**src/rtl/timer_pkg.sv**
```systemverilog
// rtl/timer_pkg.sv - shared constants, state codes and command decode for countdown_timer
package timer_pkg;

  localparam logic [7:0] SEC_LIMIT_DEF = 8'd59;
  localparam logic [7:0] MAX_HOURS_DEF = 8'd99;

  typedef logic [1:0] state_t;
  localparam state_t ST_IDLE   = 2'd0;
  localparam state_t ST_PAUSED = 2'd1;
  localparam state_t ST_RUN    = 2'd2;
  localparam state_t ST_DONE   = 2'd3;

  typedef enum logic [2:0] {
    CMD_NONE,
    CMD_TICK,
    CMD_START,
    CMD_STOP,
    CMD_LOAD
  } cmd_e;

  // Only the highest-priority strobe of a cycle takes effect.
  function automatic cmd_e decode_cmd(input logic load, input logic stop,
                                      input logic start, input logic tick);
    if (load)       return CMD_LOAD;
    else if (stop)  return CMD_STOP;
    else if (start) return CMD_START;
    else if (tick)  return CMD_TICK;
    else            return CMD_NONE;
  endfunction

  function automatic logic [7:0] sat8(input logic [7:0] v, input logic [7:0] lim);
    return (v > lim) ? lim : v;
  endfunction

endpackage

```
**src/rtl/down_mod_counter.sv**
```systemverilog
// rtl/down_mod_counter.sv - loadable 8-bit down counter with borrow chain output
module down_mod_counter #(
  parameter logic [7:0] LIMIT = 8'd59,
  parameter bit         WRAP  = 1'b1
) (
  input  logic       clk,
  input  logic       rst,
  input  logic       load_i,
  input  logic [7:0] load_val_i,
  input  logic       borrow_in_i,
  output logic [7:0] value_o,
  output logic       zero_o,
  output logic       borrow_out_o
);

  logic [7:0] value_q, value_d;

  // A borrow at zero reloads LIMIT and passes the borrow upward; without WRAP it sticks at zero.
  always_comb begin
    value_d = value_q;
    if (load_i) begin
      value_d = load_val_i;
    end else if (borrow_in_i) begin
      if (value_q == 8'd0) value_d = WRAP ? LIMIT : 8'd0;
      else                 value_d = value_q - 8'd1;
    end
  end

  always_ff @(posedge clk) begin
    if (rst) value_q <= 8'd0;
    else     value_q <= value_d;
  end

  assign value_o      = value_q;
  assign zero_o       = (value_q == 8'd0);
  assign borrow_out_o = borrow_in_i & zero_o;

endmodule

```
**src/rtl/countdown_timer.sv**
```systemverilog
// rtl/countdown_timer.sv - HH:MM:SS countdown timer with run/pause FSM and expiry pulse
module countdown_timer
  import timer_pkg::*;
#(
  parameter logic [7:0] MAX_HOURS = MAX_HOURS_DEF,
  parameter logic [7:0] SEC_LIMIT = SEC_LIMIT_DEF
) (
  input  logic       clk,
  input  logic       rst,
  input  logic       tick,
  input  logic       load,
  input  logic [7:0] load_h,
  input  logic [7:0] load_m,
  input  logic [7:0] load_s,
  input  logic       start,
  input  logic       stop,
  output logic [7:0] hours,
  output logic [7:0] minutes,
  output logic [7:0] seconds,
  output logic       running,
  output logic       expired,
  output logic       done
);

  state_t     state_q, state_d;
  logic       expired_q, expired_d;
  cmd_e       cmd;
  logic [7:0] ld_h, ld_m, ld_s;
  logic       cnt_load, dec_en;
  logic       sec_zero, min_zero, hr_zero;
  logic       sec_borrow, min_borrow, hr_borrow;
  logic       terminal;

  assign cmd      = decode_cmd(load, stop, start, tick);
  assign ld_h     = sat8(load_h, MAX_HOURS);
  assign ld_m     = sat8(load_m, SEC_LIMIT);
  assign ld_s     = sat8(load_s, SEC_LIMIT);
  assign cnt_load = (cmd == CMD_LOAD);
  assign dec_en   = (cmd == CMD_TICK) && (state_q == ST_RUN);

  down_mod_counter #(.LIMIT(SEC_LIMIT), .WRAP(1'b1)) u_sec (
    .clk          (clk),
    .rst          (rst),
    .load_i       (cnt_load),
    .load_val_i   (ld_s),
    .borrow_in_i  (dec_en),
    .value_o      (seconds),
    .zero_o       (sec_zero),
    .borrow_out_o (sec_borrow)
  );

  down_mod_counter #(.LIMIT(SEC_LIMIT), .WRAP(1'b1)) u_min (
    .clk          (clk),
    .rst          (rst),
    .load_i       (cnt_load),
    .load_val_i   (ld_m),
    .borrow_in_i  (sec_borrow),
    .value_o      (minutes),
    .zero_o       (min_zero),
    .borrow_out_o (min_borrow)
  );

  down_mod_counter #(.LIMIT(MAX_HOURS), .WRAP(1'b0)) u_hr (
    .clk          (clk),
    .rst          (rst),
    .load_i       (cnt_load),
    .load_val_i   (ld_h),
    .borrow_in_i  (min_borrow),
    .value_o      (hours),
    .zero_o       (hr_zero),
    .borrow_out_o (hr_borrow)
  );

  // hr_borrow means a decrement at 00:00:00; RUN never holds zero, so it only backs up terminal.
  assign terminal = (dec_en && (seconds == 8'd1) && min_zero && hr_zero) || hr_borrow;

  always_comb begin
    state_d   = state_q;
    expired_d = 1'b0;
    case (cmd)
      CMD_LOAD: begin
        state_d = ((ld_h | ld_m | ld_s) != 8'd0) ? ST_PAUSED : ST_IDLE;
      end
      CMD_STOP: begin
        if (state_q == ST_RUN) state_d = ST_PAUSED;
      end
      CMD_START: begin
        if (state_q == ST_PAUSED) state_d = ST_RUN;
      end
      CMD_TICK: begin
        if (terminal) begin
          state_d   = ST_DONE;
          expired_d = 1'b1;
        end
      end
      default: begin
        state_d = state_q;
      end
    endcase
  end

  always_ff @(posedge clk) begin
    if (rst) begin
      state_q   <= ST_IDLE;
      expired_q <= 1'b0;
    end else begin
      state_q   <= state_d;
      expired_q <= expired_d;
    end
  end

  assign running = (state_q == ST_RUN);
  assign done    = (state_q == ST_DONE);
  assign expired = expired_q;

endmodule

```
**config.mk**
```make
export PLATFORM = sky130hd
export DESIGN_NAME = countdown_timer
export DESIGN_NICKNAME = d
export VERILOG_FILES = /design/src/rtl/timer_pkg.sv /design/src/rtl/down_mod_counter.sv /design/src/rtl/countdown_timer.sv
export SDC_FILE = /design/constraint.sdc
export NUM_CORES = 1
export LEC_CHECK = 0
export CAP_MARGIN = 5
export CORE_MARGIN = 2
export CORE_UTILIZATION = 49
export DETAILED_ROUTE_END_ITERATION = 6
export GPL_TIMING_DRIVEN = 0
export PLACE_DENSITY = 0.82
export SLEW_MARGIN = 20
export SYNTH_ARGS = -nofsm -noshare
export SYNTH_HDL_FRONTEND = slang
export SYNTH_HIERARCHICAL = 1
export SYNTH_SLANG_ARGS = --single-unit
```
**constraint.sdc**
```tcl
create_clock -name clk -period 4.14 [get_ports clk]
set_input_delay 0.621 -clock clk [delete_from_list [all_inputs] [get_ports clk]]
set_output_delay 0.621 -clock clk [all_outputs]
set_load 0.005 [all_outputs]
```
; ---- Word-level counts from Yosys, hierarchy flattened
; Index checks and enable logic that the tools add are counted.
[totals]
register_bits = 27
latchBits = 0
out_inout_bits = 27
rom_bits = 0
in_bits = 30
mem_count = 0
mem_bits_rw = 0
word_cells = 65
[op_classes]
n_bitwise = 6
shifts = 0
div_mod_pow = 0
add_sub_neg = 3
muxes = 22
n_mul = 0
n_reduce_logical = 15
n_eq_ne = 11
order_cmp = 3
[op_table]
columns = op, count
row1 = $mux 8, 12
row2 = $logic_not 8->1, 3
row3 = $sub 8x1->8 const B, 3
row4 = $gt 8x6->1 const B, 2
row5 = $or 8x8->8, 2
row6 = $mux 2, 5
row7 = $eq 8x1->1 const B, 1
row8 = $gt 8x7->1 const B, 1
row9 = $pmux 2 s4, 1
row10 = $reduce_bool 8->1, 1
row11 = $eq 3x2->1 const B, 2
row12 = $ne 2x2->1 const B, 3
row13 = $reduce_bool 2->1, 3
row14 = $eq 2x2->1 const B, 2
row15 = $logic_and 1x1->1, 4
row16 = $reduce_and 4->1, 1
row17 = $reduce_bool 4->1, 1
row18 = $and 1x1->1, 3
row19 = $eq 3x1->1 const B, 1
row20 = $eq 3x3->1 const B, 1
row21 = $mux 1, 3
row22 = $mux 3, 1
row23 = $eq 2x1->1 const B, 1
row24 = $reduce_or 2->1, 1
row25 = other kinds (2), 2

; ---- Logic depth before layout (Yosys ltp)
; Gate-level depths: netlist (run 1).
[logic_depth]
depth_word = 12
mapped_depth = 12
ltp_nobuf = 10

; ---- Hierarchy
; Netlist (run 1), hierarchy kept.
[modules_own_cells]
columns = module, area_each_um2, seq_area_each_um2, cells_per_inst, n_inst
row1 = down_mod_counter at u_min ..., 533.0, 160.2, 68, 2
row2 = down_mod_counter at u_hr, 540.5, 160.2, 62, 1
row3 = countdown_timer, 464.2, 60.1, 60, 1

; ---- Worst setup path before layout (run 1)
; Ideal clock, no wire load.
[synth_timing]
path_kind = input-to-reg
from = input load
to = register state_q[0]
path_buffers = 2
setup_slack_ns = 0.375
t_arrival_ns = 3.705
path_stages = 12
required_ns = 4.081
setup_time_ns = 0.059
cell_sequence = or4b_4 -> nor3b_1 -> clkbuf_1 -> nand2_1 -> nor4_1 -> clkbuf_1 -> nand2_1 -> nor4_1 -> and3_1 -> a311oi_1 -> a2111oi_1 -> o31a_1
[synth_between]
elab_chain_cells = 9
word_cells_on_any_way = 19
cone_classes = 7 x eq/ne / 2 x mux / 3 x bitwise / 7 x reduce/logical
[synth_rtl]
columns = element, line
row1 = "start, declared", countdown_timer.sv:11  ; input logic load,
row2 = $mux 3, timer_pkg.sv:24  ; if (load) return CMD_LOAD;
row3 = $eq 3x1->1, countdown_timer.sv:39  ; assign dec_en = (cmd == CMD_TICK) && (state_q == ST_RUN);
row4 = $logic_and 1x1->1, countdown_timer.sv:39
row5 = net dec_en, countdown_timer.sv:29  ; logic cnt_load, dec_en;
row6 = $and 1x1->1, down_mod_counter.sv:36  ; assign borrow_out_o = borrow_in_i & zero_o;
row7 = net sec_borrow, countdown_timer.sv:31  ; logic sec_borrow, min_borrow, hr_borrow;
row8 = $and 1x1->1, down_mod_counter.sv:36
row9 = net min_borrow, countdown_timer.sv:31
row10 = $and 1x1->1, down_mod_counter.sv:36
row11 = net hr_borrow, countdown_timer.sv:31
row12 = $logic_or 1x1->1, countdown_timer.sv:75  ; assign terminal = (dec_en && (seconds == 8'd1) && min_zero && hr_zero) || hr_borrow;
row13 = $ne 2x2->1 (no source line), n/a
row14 = $reduce_and 4->1 (no source line), n/a
row15 = "end signal, assigned", countdown_timer.sv:107  ; state_q <= state_d;
row16 = "end, declared", countdown_timer.sv:25  ; state_t state_q, state_d;
; The timed path passes the listed nets, and every way through them passes these cells.
; A chain may end at the register's enable or synchronous reset.

; ---- Worst setup path in the final report (run 1)
[layout_timing]
from = input load
to = register u_hr.value_q[0], in the netlist u_hr/value_o[0]
[layout_between]
elab_chain_cells = 6
word_cells_on_any_way = 8
cone_classes = 2 x eq/ne / 2 x mux / 2 x bitwise / 2 x reduce/logical
[layout_rtl]
columns = element, line
row1 = $mux 3, timer_pkg.sv:24
row2 = $eq 3x1->1, countdown_timer.sv:39
row3 = $logic_and 1x1->1, countdown_timer.sv:39
row4 = net dec_en, countdown_timer.sv:29
row5 = $and 1x1->1, down_mod_counter.sv:36
row6 = net sec_borrow, countdown_timer.sv:31
row7 = $and 1x1->1, down_mod_counter.sv:36
row8 = net min_borrow, countdown_timer.sv:31
row9 = $reduce_bool 2->1 (no source line), n/a
row10 = "end signal, assigned", down_mod_counter.sv:31  ; else value_q <= value_d;
row11 = "end, declared", down_mod_counter.sv:16  ; logic [7:0] value_q, value_d;
; The timed path passes the listed nets, and every way through them passes these cells.

==> flow_summary_export.csv, run 1 <==
group,metric,value,unit
run_status,outcome,"completed",
floorplan,start_util,51.3,%
min_path,hp-class,"flop to flop",
floorplan,die_w,69.0,µm
sta,setup_tns,0,ns
critical_path,crit_end,"u_hr/value_o[0]",
global_routing,grt_pass1_wl,9460,µm
critical_path,required,4.33,ns
layout,fillers,376,
power_and_ir_drop,irDropWorstVdd,0.000115,V
route,wl_per_cell,15.2,µm
critical_path,crit_top_cell,"buf_4",
sta,period_share,93.9,%
critical_path,cp_num_cells,14,
route,drt_iter0_drc,174,
critical_path,r2r_slack,1.13,ns
clocking,hold_buffers,0,
clocking,clkTransAtPathRegs,0.09,ns
critical_path,critPathMaxFanout,10,
sta,rsz0062_at_grt,"false",
floorplan,core-area,0.00403,mm²
power_and_ir_drop,p_leak,1.02,nW
floorplan,rows,23,
placed_design,dp_hpwl,4310,µm
global_routing,grt_max_degree,15,
placed_design,numPortBuffers,56,
sta,slew_headroom,54.8,%
sta,final_max_slew_viol_count,0,
critical_path,r2r-end,"u_hr/value_o[0]",
critical_path,worst_path_max_delay_cell,"or4b_4",
floorplan,die-area,0.00475,mm²
clocking,cts_made_buffers,3,
layout,finalNetCount,358,
placed_design,gp_congestion,0.901,
layout,syn2layout_area_growth,36.0,%
critical_path,arrival,4.08,ns
run,drv_cap,0,
clocking,htreeDepth,1,
clocking,cts_tree,"built",
critical_path,worstSetupPathType,"input port to flop",
route,ant_nets,0,
synthesis,synthesis.area,0.00207,mm²
floorplan,pin_count,57,
layout,antenna_cells,0,
route,vias_per_cell,6.02,
critical_path,worstPathCellList,"clkdlybuf4s50_1 > or4b_4 > nor3b_2 > buf_4 > nand2_1 > nor4_2 > buf_4 > nand2_1 > nor4_4 > buf_4 > buf_4 > inv_1 > or3_1 > a221oi_2",
sta,tightest_slew,0.677,ns
sta,skew,0.00356,ns
critical_path,crit_start,"load",
critical_path,cp-end-kind,"flop",
critical_path,reg2regPathDepth,11,
clocking,insertion_delay,0.27,ns
clocking,cts-root-buf,"clkbuf_8",
synthesis,yosysWarnings,6,
global_routing,antenna_found_initial,0,
route,via_count,2244,
route,drcViolationCount,0,
synthesis,avgSynthCellArea,8.04,µm²
floorplan,die_h,69.0,µm
global_routing,grt_pass1_vias,2046,
global_routing,overflow,0,
synthesis,synthCells,257,
clocking,clock_sinks,27,
critical_path,critPathBufInv,6,
layout,drive_above_1_share,12.4,%
power_and_ir_drop,powerDensity,230,mW/mm²
sta,setup_viol,0,
placed_design,place_inst,367,
sta,post-route-min-period,3.89,ns
critical_path,reg2reg_from,"u_sec/value_o[3]",
route,wirelength,5690,µm
global_routing,grtUsageTotal,25.9,%
route,drtPass1Iterations,4,
critical_path,slowest_delay,0.61,ns
layout,instances_no_fill,373,
critical_path,crit_family,"simple AND/OR/NAND/NOR gates",
sta,max_freq,0.257,GHz
clocking,clk_path_buf_depth,2,
critical_path,cp-start-kind,"input port",
sta,hold_viol,0,
[power breakdown]
part,internal (mW),switching [mW],total (mW)
clock network,0.0689,0.0829,0.152
logic,0.107,0.0842,0.191
registers,0.276,0.0288,0.304
total,0.451,0.196,0.647
[state kept, by name, indices dropped and copies added, names as in the netlist]
| signal | flops |
|---|---|
| u_hr/value_o | 8 |
| state_q | 2 |
| expired | 1 |
| u_sec/value_o | 8 |
| u_min/value_o | 8 |
[placed cells by master, fill, tap and decap left out, types with 3 or more instances in the layout]
master,instances
a21oi_1,12
a221oi_1,3
a311oi_1,7
a31oi_1,3
and2_1,7
and3_1,4
buf_4,5
clkbuf_1,3
clkbuf_8,3
clkdlybuf4s50_1,56
conb_1,5
dfxtp_1,27
ha_1,4
inv_1,17
nand2_1,16
nand2b_1,4
nand3_1,7
nand4_1,4
nand4b_1,5
nor2_1,14
nor2b_1,6
nor3_1,12
nor3b_1,8
nor4_1,5
o21ai_0,4
or2_2,6
or3_1,12
or4_1,5
xor2_1,4
[tightest hold or removal path, cell delays in order, from the launching register on]
cell and delay, ns:
dfxtp_1 0.35, nand3_1 0.08, a21oi_1 0.05
[routing by layer]
| metal | vias up | share of wire, % | global-route usage (%) |
|---|---|---|---|
| li1 | 1113 | - | - |
| met1 | 1047 | 46 | 36.6 |
| met2 | 84 | 47 | 43.1 |
| met3 | 0 | 7.0 | 3.25 |
| met4 | 0 | 0 | 3.43 |
| met5 | - | 0 | 0 |
[timing repair]
item,CTS,global route
pin swaps,0,1
resized for setup,5,9
setup endpoints to repair,11,6
setup buffers,0,2
[layout make-up]
| type | instances | area (µm²) | share of cell area (%) |
|---|---|---|---|
| timing repair buffer | 58 | 576 | 20.5 |
| sequential | 27 | 541 | 19.2 |
| inverter | 17 | 63.8 | 2.27 |
| buffer | 11 | 75.1 | 2.67 |
| clock buffer | 4 | 45.0 | 1.60 |
| multi-input combinational | 206 | 1450 | 51.5 |
| tap | 50 | 62.6 | 2.23 |
[how the worst min path moves through the flow]
stage	from	end	slack [ns]	depth (start not counted)
after floorplan	u_hr/value_o[7]	u_hr/value_o[7]	0.50	2
after global placement	u_hr/value_o[7]	u_hr/value_o[7]	0.51	2
after detailed placement	u_hr/value_o[7]	u_hr/value_o[7]	0.52	2
after CTS	u_hr/value_o[7]	u_hr/value_o[7]	0.53	2
after global routing	u_hr/value_o[7]	u_hr/value_o[7]	0.55	2
final	u_hr/value_o[7]	u_hr/value_o[7]	0.53	2
[through the flow]
stage | hold slack [ns] | setup WS (ns) | area [µm²] | power [mW] | util (%)
after CTS | 0.532 | 0.00778 | 2770 | 0.649 | 68.7
after global placement | 0.506 | -0.891 | 2710 | 0.491 | 67.1
after global routing | 0.552 | 0.0314 | 2810 | 0.686 | 69.8
after floorplan | 0.498 | 0.375 | 2080 | 0.406 | -
final | 0.526 | 0.252 | 2810 | 0.647 | 69.8
after detailed placement | 0.518 | -0.959 | 2710 | 0.495 | 67.1
No activity file was read; power rests on OpenSTA's default activity.
==> run 2, diff against run 1 <==
CORE_UTILIZATION = 52   (was 49)
MAX_ROUTING_LAYER = met4   (was unset)
PLACE_DENSITY = 0.87   (was 0.82)
SLEW_MARGIN = 25   (was 20)
clock period = 4.75 ns   (was 4.14 ns; I/O delays follow)
==> run 2 against run 1 <==
  * Final area decreased by 1.6%
  * Clock-buffer cell count decreased by 1
  * Worst hold slack improved by 0.0053 ns
  * Final cell count is 1.1% lower
  * Setup slack improved by 0.23 ns
  * Sequential power down 13%
  * First-iteration DRC count grew 21%
  * Highest routed layer is now met4
  * Die area decreased by 5.4%
  * Core utilization is 4.1 points higher
==> flow_summary_export.csv, run 2 (synthesis results as in run 1) <==
group,metric,value,unit
floorplan,die_h,67.0,µm
floorplan,rows,22,
route,ant_nets,0,
clocking,insertion_delay,0.28,ns
route,via_count,2264,
layout,final_util,73.9,%
layout,design_area,0.00277,mm²
clocking,cts_tree,"built",
layout,antenna_cells,0,
route,drt_iter0_drc,210,
layout,layout_commonest_cell,"clkdlybuf4s50_1",
sta,post-route-min-period,4.26,ns
route,vias_per_cell,6.14,
sta,setup_tns,0,ns
min_path,hp-class,"flop to flop",
power_and_ir_drop,p_leak,1.01,nW
global_routing,overflow,0,
critical_path,required,4.98,ns
floorplan,start_util,55.2,%
placed_design,dp_slack,-0.443,ns
sta,final_max_slew_viol_count,0,
critical_path,cp-end-kind,"flop",
layout,finalNetCount,356,
clocking,clk_path_buf_depth,2,
route,wl_per_cell,15.4,µm
sta,skew,0.00329,ns
placed_design,numPortBuffers,56,
route,wirelength,5700,µm
global_routing,grt_pass1_vias,2171,
clocking,cts-root-buf,"clkbuf_8",
clocking,clock_sinks,27,
route,drtPass1Iterations,4,
floorplan,pin_count,57,
sta,setup_viol,0,
global_routing,grt_max_degree,16,
clocking,htreeDepth,1,
run,drv_cap,0,
sta,hold_ws,0.531,ns
power_and_ir_drop,irDropWorstVdd,0.000129,V
sta,fin_ws,0.487,ns
clocking,cts_made_buffers,3,
critical_path,worstSetupPathType,"input port to flop",
floorplan,die-area,0.00450,mm²
floorplan,core-area,0.00374,mm²
route,drcViolationCount,0,
global_routing,grt_pass1_wl,9890,µm
placed_design,gp_congestion,0.885,
critical_path,worstPathCellList,"clkdlybuf4s50_1 > or4b_4 > nor3b_1 > clkbuf_2 > nand2_1 > nor4_1 > clkbuf_2 > nand2_1 > nor4_4 > and3_1 > a311oi_1 > a2111oi_1 > o31a_1",
sta,slew_headroom,61.5,%
clocking,hold_buffers,0,
layout,drive_above_1_share,10.6,%
sta,period_share,89.7,%
critical_path,cp-start-kind,"input port",
critical_path,arrival,4.49,ns
critical_path,critPathMaxFanout,10,
floorplan,die_w,67.0,µm
critical_path,slowest_delay,0.60,ns
power_and_ir_drop,powerDensity,205,mW/mm²
run_status,outcome,"completed",
placed_design,dp_hpwl,4290,µm
layout,layout_common_cells,"clkdlybuf4s50_1, dfxtp_1, inv_1",
sta,rsz0062_at_grt,"false",
sta,max_freq,0.235,GHz
critical_path,worst_path_max_delay_cell,"or4b_4",
layout,syn2layout_area_growth,33.8,%
sta,hold_viol,0,
clocking,clkTransAtPathRegs,0.10,ns
placed_design,placed_area,0.00270,mm²
global_routing,antenna_found_initial,0,
sta,tightest_slew,0.576,ns
global_routing,grtUsageTotal,29.0,%
==> run 2: changes by cell type in the layout (fill, tap and decap cells not counted), sizes merged <==
cell / change
clkinv: +1
buf: -4
clkbuf: +1
==> run 2: path summary, 6_finish.rpt <==
check / start / endpoint / slack, ns / cells after the start
hold / removal: u_hr/value_o[7] / u_hr/value_o[7] / 0.53 / 2
hold reg to reg: u_hr/value_o[7] / u_hr/value_o[7] / 0.53 / 2
setup / recovery: load / state_q[0] / 0.49 / 13
setup reg to reg: state_q[1] / state_q[0] / 1.58 / 11
==> run 2: timing repair <==
action                                  4_1_cts  5_1_grt
cloned                                        0        0
endpoints found under the setup margin        4        7
gates resized for setup                       1        5
buffers inserted                              0        0
==> run 2: final cells by class <==
cell class                      count  area [µm²]
Timing Repair Buffer               56         561
Multi-Input combinational cell    206        1430
Clock inverter                      1        5.00
Clock buffer                        3        41.3
Buffer                             11        70.1
Fill cell                         320         977
Sequential cell                    27         541
Inverter                           17        63.8
Tap cell                           48        60.1
==> run 2: metrics by stage <==
stage                     cells  total power, mW
after floorplan             261            0.354
after global placement      365            0.428
after detailed placement    365            0.431
after CTS                   369            0.569
after global routing        369            0.601
final                       369            0.567
==> run 2: worst max-delay path, delay by kind of cell <==
kind	cells	cell delay (ns)
simple gates	7	2.05
compound gates	3	0.68
buf+inv	3	1.05
==> run 2: routing by layer <==
| metal | GRT usage (%) | wire length [µm] | vias to the layer above |
|---|---|---|---|
| li1 | - | - | 1109 |
| met1 | 38.7 | 2560 | 1063 |
| met2 | 45.3 | 2690 | 84 |
| met3 | 3.55 | 377 | 8 |
| met4 | 9.69 | 75 | 0 |
| met5 | - | 0 | - |
==> run 2: report_power, final <==
part | leakage (nW) | total (mW) | switching, mW | internal (mW)
Clock | 0.0255 | 0.137 | 0.0782 | 0.0589
Combinational | 0.758 | 0.165 | 0.0722 | 0.0928
Sequential | 0.224 | 0.265 | 0.0246 | 0.240
Total | 1.01 | 0.567 | 0.175 | 0.392
